File: config.mk
export PLATFORM = sky130hd
export DESIGN_NAME = med_ctrl_flat
export DESIGN_NICKNAME = d
export VERILOG_FILES = /design/src/rtl/med_ctrl_if.sv /design/src/rtl/med_ctrl.sv /design/src/flat_wrapper.sv
export SDC_FILE = /design/constraint.sdc
export NUM_CORES = 1
export LEC_CHECK = 0
export CELL_PAD_IN_SITES_DETAIL_PLACEMENT = 1
export CELL_PAD_IN_SITES_GLOBAL_PLACEMENT = 1
export CORE_MARGIN = 10
export CORE_UTILIZATION = 41
export DETAILED_ROUTE_END_ITERATION = 12
export PLACE_DENSITY = 0.7
export RECOVER_POWER = 100
export REMOVE_ABC_BUFFERS = 1
export SKIP_LAST_GASP = 1
export SLEW_MARGIN = 20
export SYNTH_ARGS = -nofsm -noshare
export SYNTH_HDL_FRONTEND = slang
export SYNTH_SLANG_ARGS = --single-unit
File: constraint.sdc
create_clock -name CLK -period 1.7 [get_ports CLK]
set_input_delay 0.34 -clock CLK [delete_from_list [all_inputs] [get_ports CLK]]
set_output_delay 0.34 -clock CLK [all_outputs]
set_load 0.01 [all_outputs]
File: src/rtl/med_ctrl_if.sv
// Control handshake between the pixel source, the median sequencer and the MED datapath.
// The master side drives the load strobe; the slave side is the sequencer.
interface med_ctrl_if;
  logic DSI;
  logic BYP;
  logic DSO;
  logic BUSY;

  modport master (
    output DSI,
    input  BYP,
    input  DSO,
    input  BUSY
  );

  modport slave (
    input  DSI,
    output BYP,
    output DSO,
    output BUSY
  );
endinterface

File: src/rtl/med_ctrl.sv
// Sequencer for the MED median datapath: counts N pixel loads, then walks the
// compare/rotate schedule that bubbles the median into the tail register.
module med_ctrl #(
  parameter int unsigned N = 9
) (
  input  logic     CLK,
  input  logic     nRST,
  med_ctrl_if.slave bus
);

  localparam int unsigned CW = $clog2(N) + 1;
  localparam logic [CW-1:0] LAST_LOAD = CW'(N - 1);
  localparam logic [CW-1:0] LAST_PASS = CW'((N - 1) / 2);
  localparam logic [CW-1:0] CMP_BASE  = CW'(N - 2);
  localparam logic [CW-1:0] ONE       = CW'(1);

  typedef enum logic [2:0] {
    IDLE = 3'd0,
    LOAD = 3'd1,
    CMP  = 3'd2,
    ROT  = 3'd3,
    DONE = 3'd4
  } state_t;

  state_t        state, state_nx;
  logic [CW-1:0] l_cnt, l_nx;
  logic [CW-1:0] p_cnt, p_nx;
  logic [CW-1:0] s_cnt, s_nx;
  logic [CW-1:0] cmp_last;
  logic          byp_nx, dso_nx, busy_nx;

  // Compare pass P spans N-1-P cycles, so its last step index is N-2-P.
  assign cmp_last = CMP_BASE - p_cnt;

  always_ff @(posedge CLK or negedge nRST) begin
    if (!nRST) begin
      state    <= IDLE;
      l_cnt    <= '0;
      p_cnt    <= '0;
      s_cnt    <= '0;
      bus.BYP  <= 1'b1;
      bus.DSO  <= 1'b0;
      bus.BUSY <= 1'b0;
    end else begin
      state    <= state_nx;
      l_cnt    <= l_nx;
      p_cnt    <= p_nx;
      s_cnt    <= s_nx;
      bus.BYP  <= byp_nx;
      bus.DSO  <= dso_nx;
      bus.BUSY <= busy_nx;
    end
  end

  always_comb begin
    state_nx = state;
    l_nx     = l_cnt;
    p_nx     = p_cnt;
    s_nx     = s_cnt;

    unique case (state)
      IDLE, DONE: begin
        if (bus.DSI) begin
          l_nx     = ONE;
          s_nx     = '0;
          state_nx = LOAD;
        end else begin
          state_nx = IDLE;
        end
      end

      LOAD: begin
        if (bus.DSI) begin
          if (l_cnt == LAST_LOAD) begin
            l_nx     = '0;
            p_nx     = '0;
            s_nx     = '0;
            state_nx = CMP;
          end else begin
            l_nx = l_cnt + ONE;
          end
        end
      end

      CMP: begin
        if (s_cnt == cmp_last) begin
          s_nx     = '0;
          state_nx = (p_cnt == LAST_PASS) ? DONE : ROT;
        end else begin
          s_nx = s_cnt + ONE;
        end
      end

      ROT: begin
        if (s_cnt == p_cnt) begin
          s_nx     = '0;
          p_nx     = p_cnt + ONE;
          state_nx = CMP;
        end else begin
          s_nx = s_cnt + ONE;
        end
      end

      default: begin
        state_nx = IDLE;
        l_nx     = '0;
        p_nx     = '0;
        s_nx     = '0;
      end
    endcase

    // Outputs are a Moore decode of the next state, registered alongside it.
    byp_nx  = (state_nx != CMP);
    busy_nx = (state_nx == CMP) || (state_nx == ROT);
    dso_nx  = (state_nx == DONE);
  end

endmodule

File: src/flat_wrapper.sv
// flat-port wrapper written by rule: the top's interface ports become plain ports
module med_ctrl_flat 
#(
  parameter int unsigned N = 9
)
  (CLK, nRST, bus_DSI, bus_BYP, bus_DSO, bus_BUSY);
  med_ctrl_if bus_i ();
  input  logic CLK;
  input  logic nRST;
  input wire logic [$bits(bus_i.DSI)-1:0] bus_DSI;
  output wire logic [$bits(bus_i.BYP)-1:0] bus_BYP;
  output wire logic [$bits(bus_i.DSO)-1:0] bus_DSO;
  output wire logic [$bits(bus_i.BUSY)-1:0] bus_BUSY;
  assign bus_i.DSI = bus_DSI;
  assign bus_BYP = bus_i.BYP;
  assign bus_DSO = bus_i.DSO;
  assign bus_BUSY = bus_i.BUSY;
  med_ctrl #(.N(N)) u_core (.CLK(CLK), .nRST(nRST), .bus(bus_i));
endmodule
Word level (Yosys, flattened, before mapping). Cells that the tools add are included.

Bitwise operators: 2. Reduce and logical (&&, ||, !) cells: 8. Equal/unequal tests: 16. Add/subtract/negate cells: 4. Mux-type cells: 19.

Operators by type and width (count): $mux 5 (9); $pmux 5 s3 (2); $pmux 5 s4 (1); $add 5x1->5 const B (3); $mux 3 (5); $eq 3x2->1 const B (4); $pmux 3 s4 (1); $eq 5x5->1 (2); $eq 3x3->1 const B (2); $reduce_and 3->1 (2); $eq 5x3->1 const B (1); $eq 5x4->1 const B (1); $sub 3x5->5 const A (1); $ne 2x1->1 const B (2); $ne 2x2->1 const B (2); $reduce_and 4->1 (1); $reduce_or 2->1 (2); $eq 3x1->1 const B (1); $logic_not 3->1 (1); $ne 3x2->1 const B (1); $reduce_or 3->1 (1); $not 1->1 (2); $logic_or 1x1->1 (1); $mux 1 (1).

Bits in registers: 21. Input port bits: 3. Word-level logic and storage cells: 56.

Logic depth before layout (Yosys ltp).
Depth in word-level cells: 6. Depth in mapped cells: 7.

Worst setup path after synthesis. OpenSTA, ideal clock, no wires.

Kind: reg2reg. Start point: reg u_core.p_cnt[0]. End point: reg u_core.p_cnt[4]. Arrival: 1691 ps. Required time: 1623 ps. Setup time: 77 ps. Clock period less this slack: 1768 ps. Slack: -68 ps. Buffers on the path: 0. Stages on the path, launching flop included: 6. Cells stage by stage: dfrtp_1 > xnor2_4 > o21ai_2 > o41a_1 > or3_1 > a21oi_1.

Cells in the longest elaborated chain, start to end: 3. Elaborated cells between the ends (all ways): 6. Classes of those cells: add/sub: 1; eq/ne: 2; mux: 2; reduce/logical: 1.

RTL lines: from (decl) (RTL line med_ctrl.sv:27) `logic [CW-1:0] p_cnt, p_nx;`; from (signal assigned) (RTL line med_ctrl.sv:47) `p_cnt <= p_nx;`; $add 5x1->5 or $eq 5x5->1 (tied branches) (RTL line med_ctrl.sv:97, med_ctrl.sv:95); $mux 5 or $ne 2x1->1 (tied branches); $pmux 5 s3 or $reduce_and 4->1 (tied branches).

Several ways; a longest one is shown, not always the timed one. The select of a mux whose other input is x is not followed. A chain may end at the register's enable or synchronous reset.

Worst setup path after layout.
Start point: reg u_core.p_cnt[2]. End point: reg u_core.p_cnt[4].

Same word-level chain as after synthesis.

==> metrics.yaml <==
clock_tree:
  cts.path.max_buffers: 2
  hold_buffers: 0
  path_clk_slew_ns: 0.13
  cts.htree.levels: 1
  cts_buffers: 3
  cts_sinks: 21
  clk-insertion-delay-late_ns: 0.32
  cts_tree: "done"
  cts_root_buf: "clkbuf_4"
floorplanning:
  core_um2: 3000
  dieWidth_um: 75.5
  initial_core_util_pct: 42.0
  rows: 20
  ios: 6
  die_area_um2: 5690
  fp.dieH_um: 75.5
critical_path:
  worst-r2r-setup-slack_ns: -0.12
  cp-startpoint: "u_core.p_cnt[2]"
  path_class: "register to register"
  r2r_start: "u_core.p_cnt[2]"
  cp_data_required_time_ns: 1.96
  arrival_ns: 2.08
  rr_endpoint: "u_core.p_cnt[4]"
  crit_fanout: 5
  cp-start-kind: "register"
  reg2reg_depth: 5
  critPathCaptureType: "register"
grt:
  grt_max_degree: 22
  track_usage_pct: 13.0
  antenna_found_initial: 0
  grt_overflow_total: 0
  grt_pass1_wl_um: 5750
  grt_pass1_vias: 1222
placed_design:
  io_buffers: 5
  pre_cts_slack_ns: -0.225
  dp_hpwl_um: 2460
  gp_congestion: 0.769
  place_area_um2: 1540
cells_and_area:
  regArea_um2: 528
  area_growth_pct: 32.3
  multi_input_comb_area_um2: 757
  fin_util_pct: 55.6
  fillCellCount: 357
  design_area_um2: 1670
  antenna_cells: 0
  drive_above_1_share_pct: 33.5
  layout.nets: 176
sta:
  setup_viol: 12
  layout_setup_ws_ns: -0.121
  hold_viol: 0
  rsz0062_at_grt: "yes"
  maxSlewViolCount: 0
  finalCriticalPeriod_ns: 1.82
  period_share_pct: 107
  fin_worst_skew_ns: 0.00134
  timing.slew.headroom_pct: 19.6
  fmax_mhz: 549
  worstMarginPinSlew_ns: 1.21
yosys:
  synth_adder_area_share_pct: 4.96
  synth_top_family_by_area: "compound AO/OA/AOI/OAI gates"
  avgSynthCellArea_um2: 9.78
  synth_compound_area_share_pct: 20.7
  synth_cell_types: 41
  synth_area_leaders: "dfrtp_1 (40%), ha_1 (5.0%), o21ai_0 (4.0%), a21oi_1 (3.6%), nand2_1 (3.3%)"
  synth-simple-area-share_pct: 20.0
  synthXorXnorAreaFrac_pct: 7.54
  synth_ff_type: "dfrtp_1"
  yosysTopAreaCell: "dfrtp_1"
  synth-seq-cells: 21
  synth_edf_count: 0
  synthMuxAreaShare_pct: 1.69
  netlist.area_leader.share_pct: 39.7
  synth_cells: 129
  ys_top_cells_by_count: "dfrtp_1 (20), nand2_1 (11), o21ai_0 (10)"
  synth-seq-area-share_pct: 41.8
  synth.most_common_cell: "dfrtp_1"
  syn_area_um2: 1260
  async_flop_share_pct: 100
  yosysWarnings: 0
power:
  cellPowerDensity_nw_per_um2: 465
  total_power_mw: 0.776
  ir_drop_uv: 434
  power_leakage_nw: 0.766
min_path:
  hp-class: "register to register"
  hold_start: "u_core.l_cnt[4]"
  min_to: "u_core.l_cnt[4]"
  whs_path_depth: 2
route:
  vias: 1177
  final_antenna_net_count: 0
  via_per_inst: 5.89
  wire_per_inst_um: 17.3
  drc_errors: 0
  firstDrtPassIters: 4
  finalWirelength_um: 3460
  first_iter_violations: 61
job:
  maxCapViolCount: 0
run_status:
  violations: "setup timing"
  outcome: "complete, but fails checks"
kinds of logic (layout without fill, tap and decap cells):
| logic type | after synthesis | count (layout) |
|---|---|---|
| compound gates | 36 | 37 |
| xor+xnor | 7 | 7 |
| fa+ha+maj | 5 | 5 |
| buf+inv | 11 | 48 |
| flops | 21 | 21 |
| mux | 2 | 2 |
| simple gates | 47 | 47 |
flip-flops by register name, summed over array words and instances (netlist names):
name and cells:
u_core.bus.BYP 1, u_core.bus.DSO 1, u_core.state 3, u_core.bus.BUSY 1, u_core.p_cnt 5, u_core.l_cnt 5, u_core.s_cnt 5
per-layer routing:
metal | track usage, % | up-vias | wire, µm
met5 | 0 | - | 0
met4 | 4.74 | 0 | 68
met3 | 2.73 | 7 | 126
met2 | 22.8 | 16 | 1820
met1 | 15.3 | 606 | 1450
li1 | - | 548 | -
report_power, final:
part	switching (mW)	internal (mW)
Sequential	0	0.500
Combinational	0.0126	0.00471
Clock	0.170	0.0882
Total	0.183	0.592
critical path, stage by stage (launching register included):
cell	delay, ns
dfrtp_1	0.45
xnor2_2	0.25
nand3_2	0.12
o41a_1	0.41
or3_1	0.40
a21oi_1	0.12
final cells by class:
class	count	share of cell area [%]
Clock buffer	3	1.35
Clock inverter	1	0.300
Inverter	8	1.80
Multi-Input combinational cell	98	45.4
Sequential cell	21	31.6
Tap cell	33	2.47
Timing Repair Buffer	36	17.1
what timing repair did:
action                                 4_1_cts  5_1_grt
setup endpoints to repair                   17       16
buffers inserted                             2        3
cloned                                       1        0
gates resized for setup                      7       10
endpoints found under the hold margin        0        0
pin swaps                                    7       11
stage by stage:
| step | hold WS [ns] | cells | TNS, ns |
|---|---|---|---|
| 2_1_floorplan | 0.0444 | 126 | -0.301 |
| 3_3_place_gp | 0.522 | 190 | -1.33 |
| 3_5_place_dp | 0.564 | 190 | -2.27 |
| 4_1_cts | 0.352 | 197 | -1.35 |
| 5_1_grt | 0.615 | 200 | -2.15 |
| 6_report | 0.581 | 200 | -1.14 |
how the worst max path moves through the flow:
stage                 endpoint  slack (ns)  cells past startpoint
5_1_grt        u_core.p_cnt[4]       -0.22                      7
3_3_place_gp   u_core.s_cnt[2]       -0.17                      5
6_report       u_core.p_cnt[4]       -0.12                      5
2_1_floorplan  u_core.p_cnt[4]       -0.07                      5
4_1_cts        u_core.state[1]       -0.15                      5
3_5_place_dp   u_core.s_cnt[2]       -0.22                      5
cells in the final DEF, fill, tap and decap left out, types with 2 or more instances in the layout:
master	n
clkdlybuf4s50_1	3
o211ai_1	2
dfrtp_1	19
nand2_1	11
o41a_1	2
o21ai_2	2
ha_1	5
a221o_1	3
a21oi_2	2
nand4_1	2
buf_4	28
nand3b_1	2
nand3_1	6
clkbuf_4	3
o21ai_0	8
buf_6	2
nor2_1	6
o21a_1	2
inv_1	8
or3_1	4
nand2b_1	2
xnor2_2	3
a21oi_1	7
xor2_1	3
nor3_1	3
nor2b_1	2
o21ai_1	2
(Power assumes the default switching activity.)
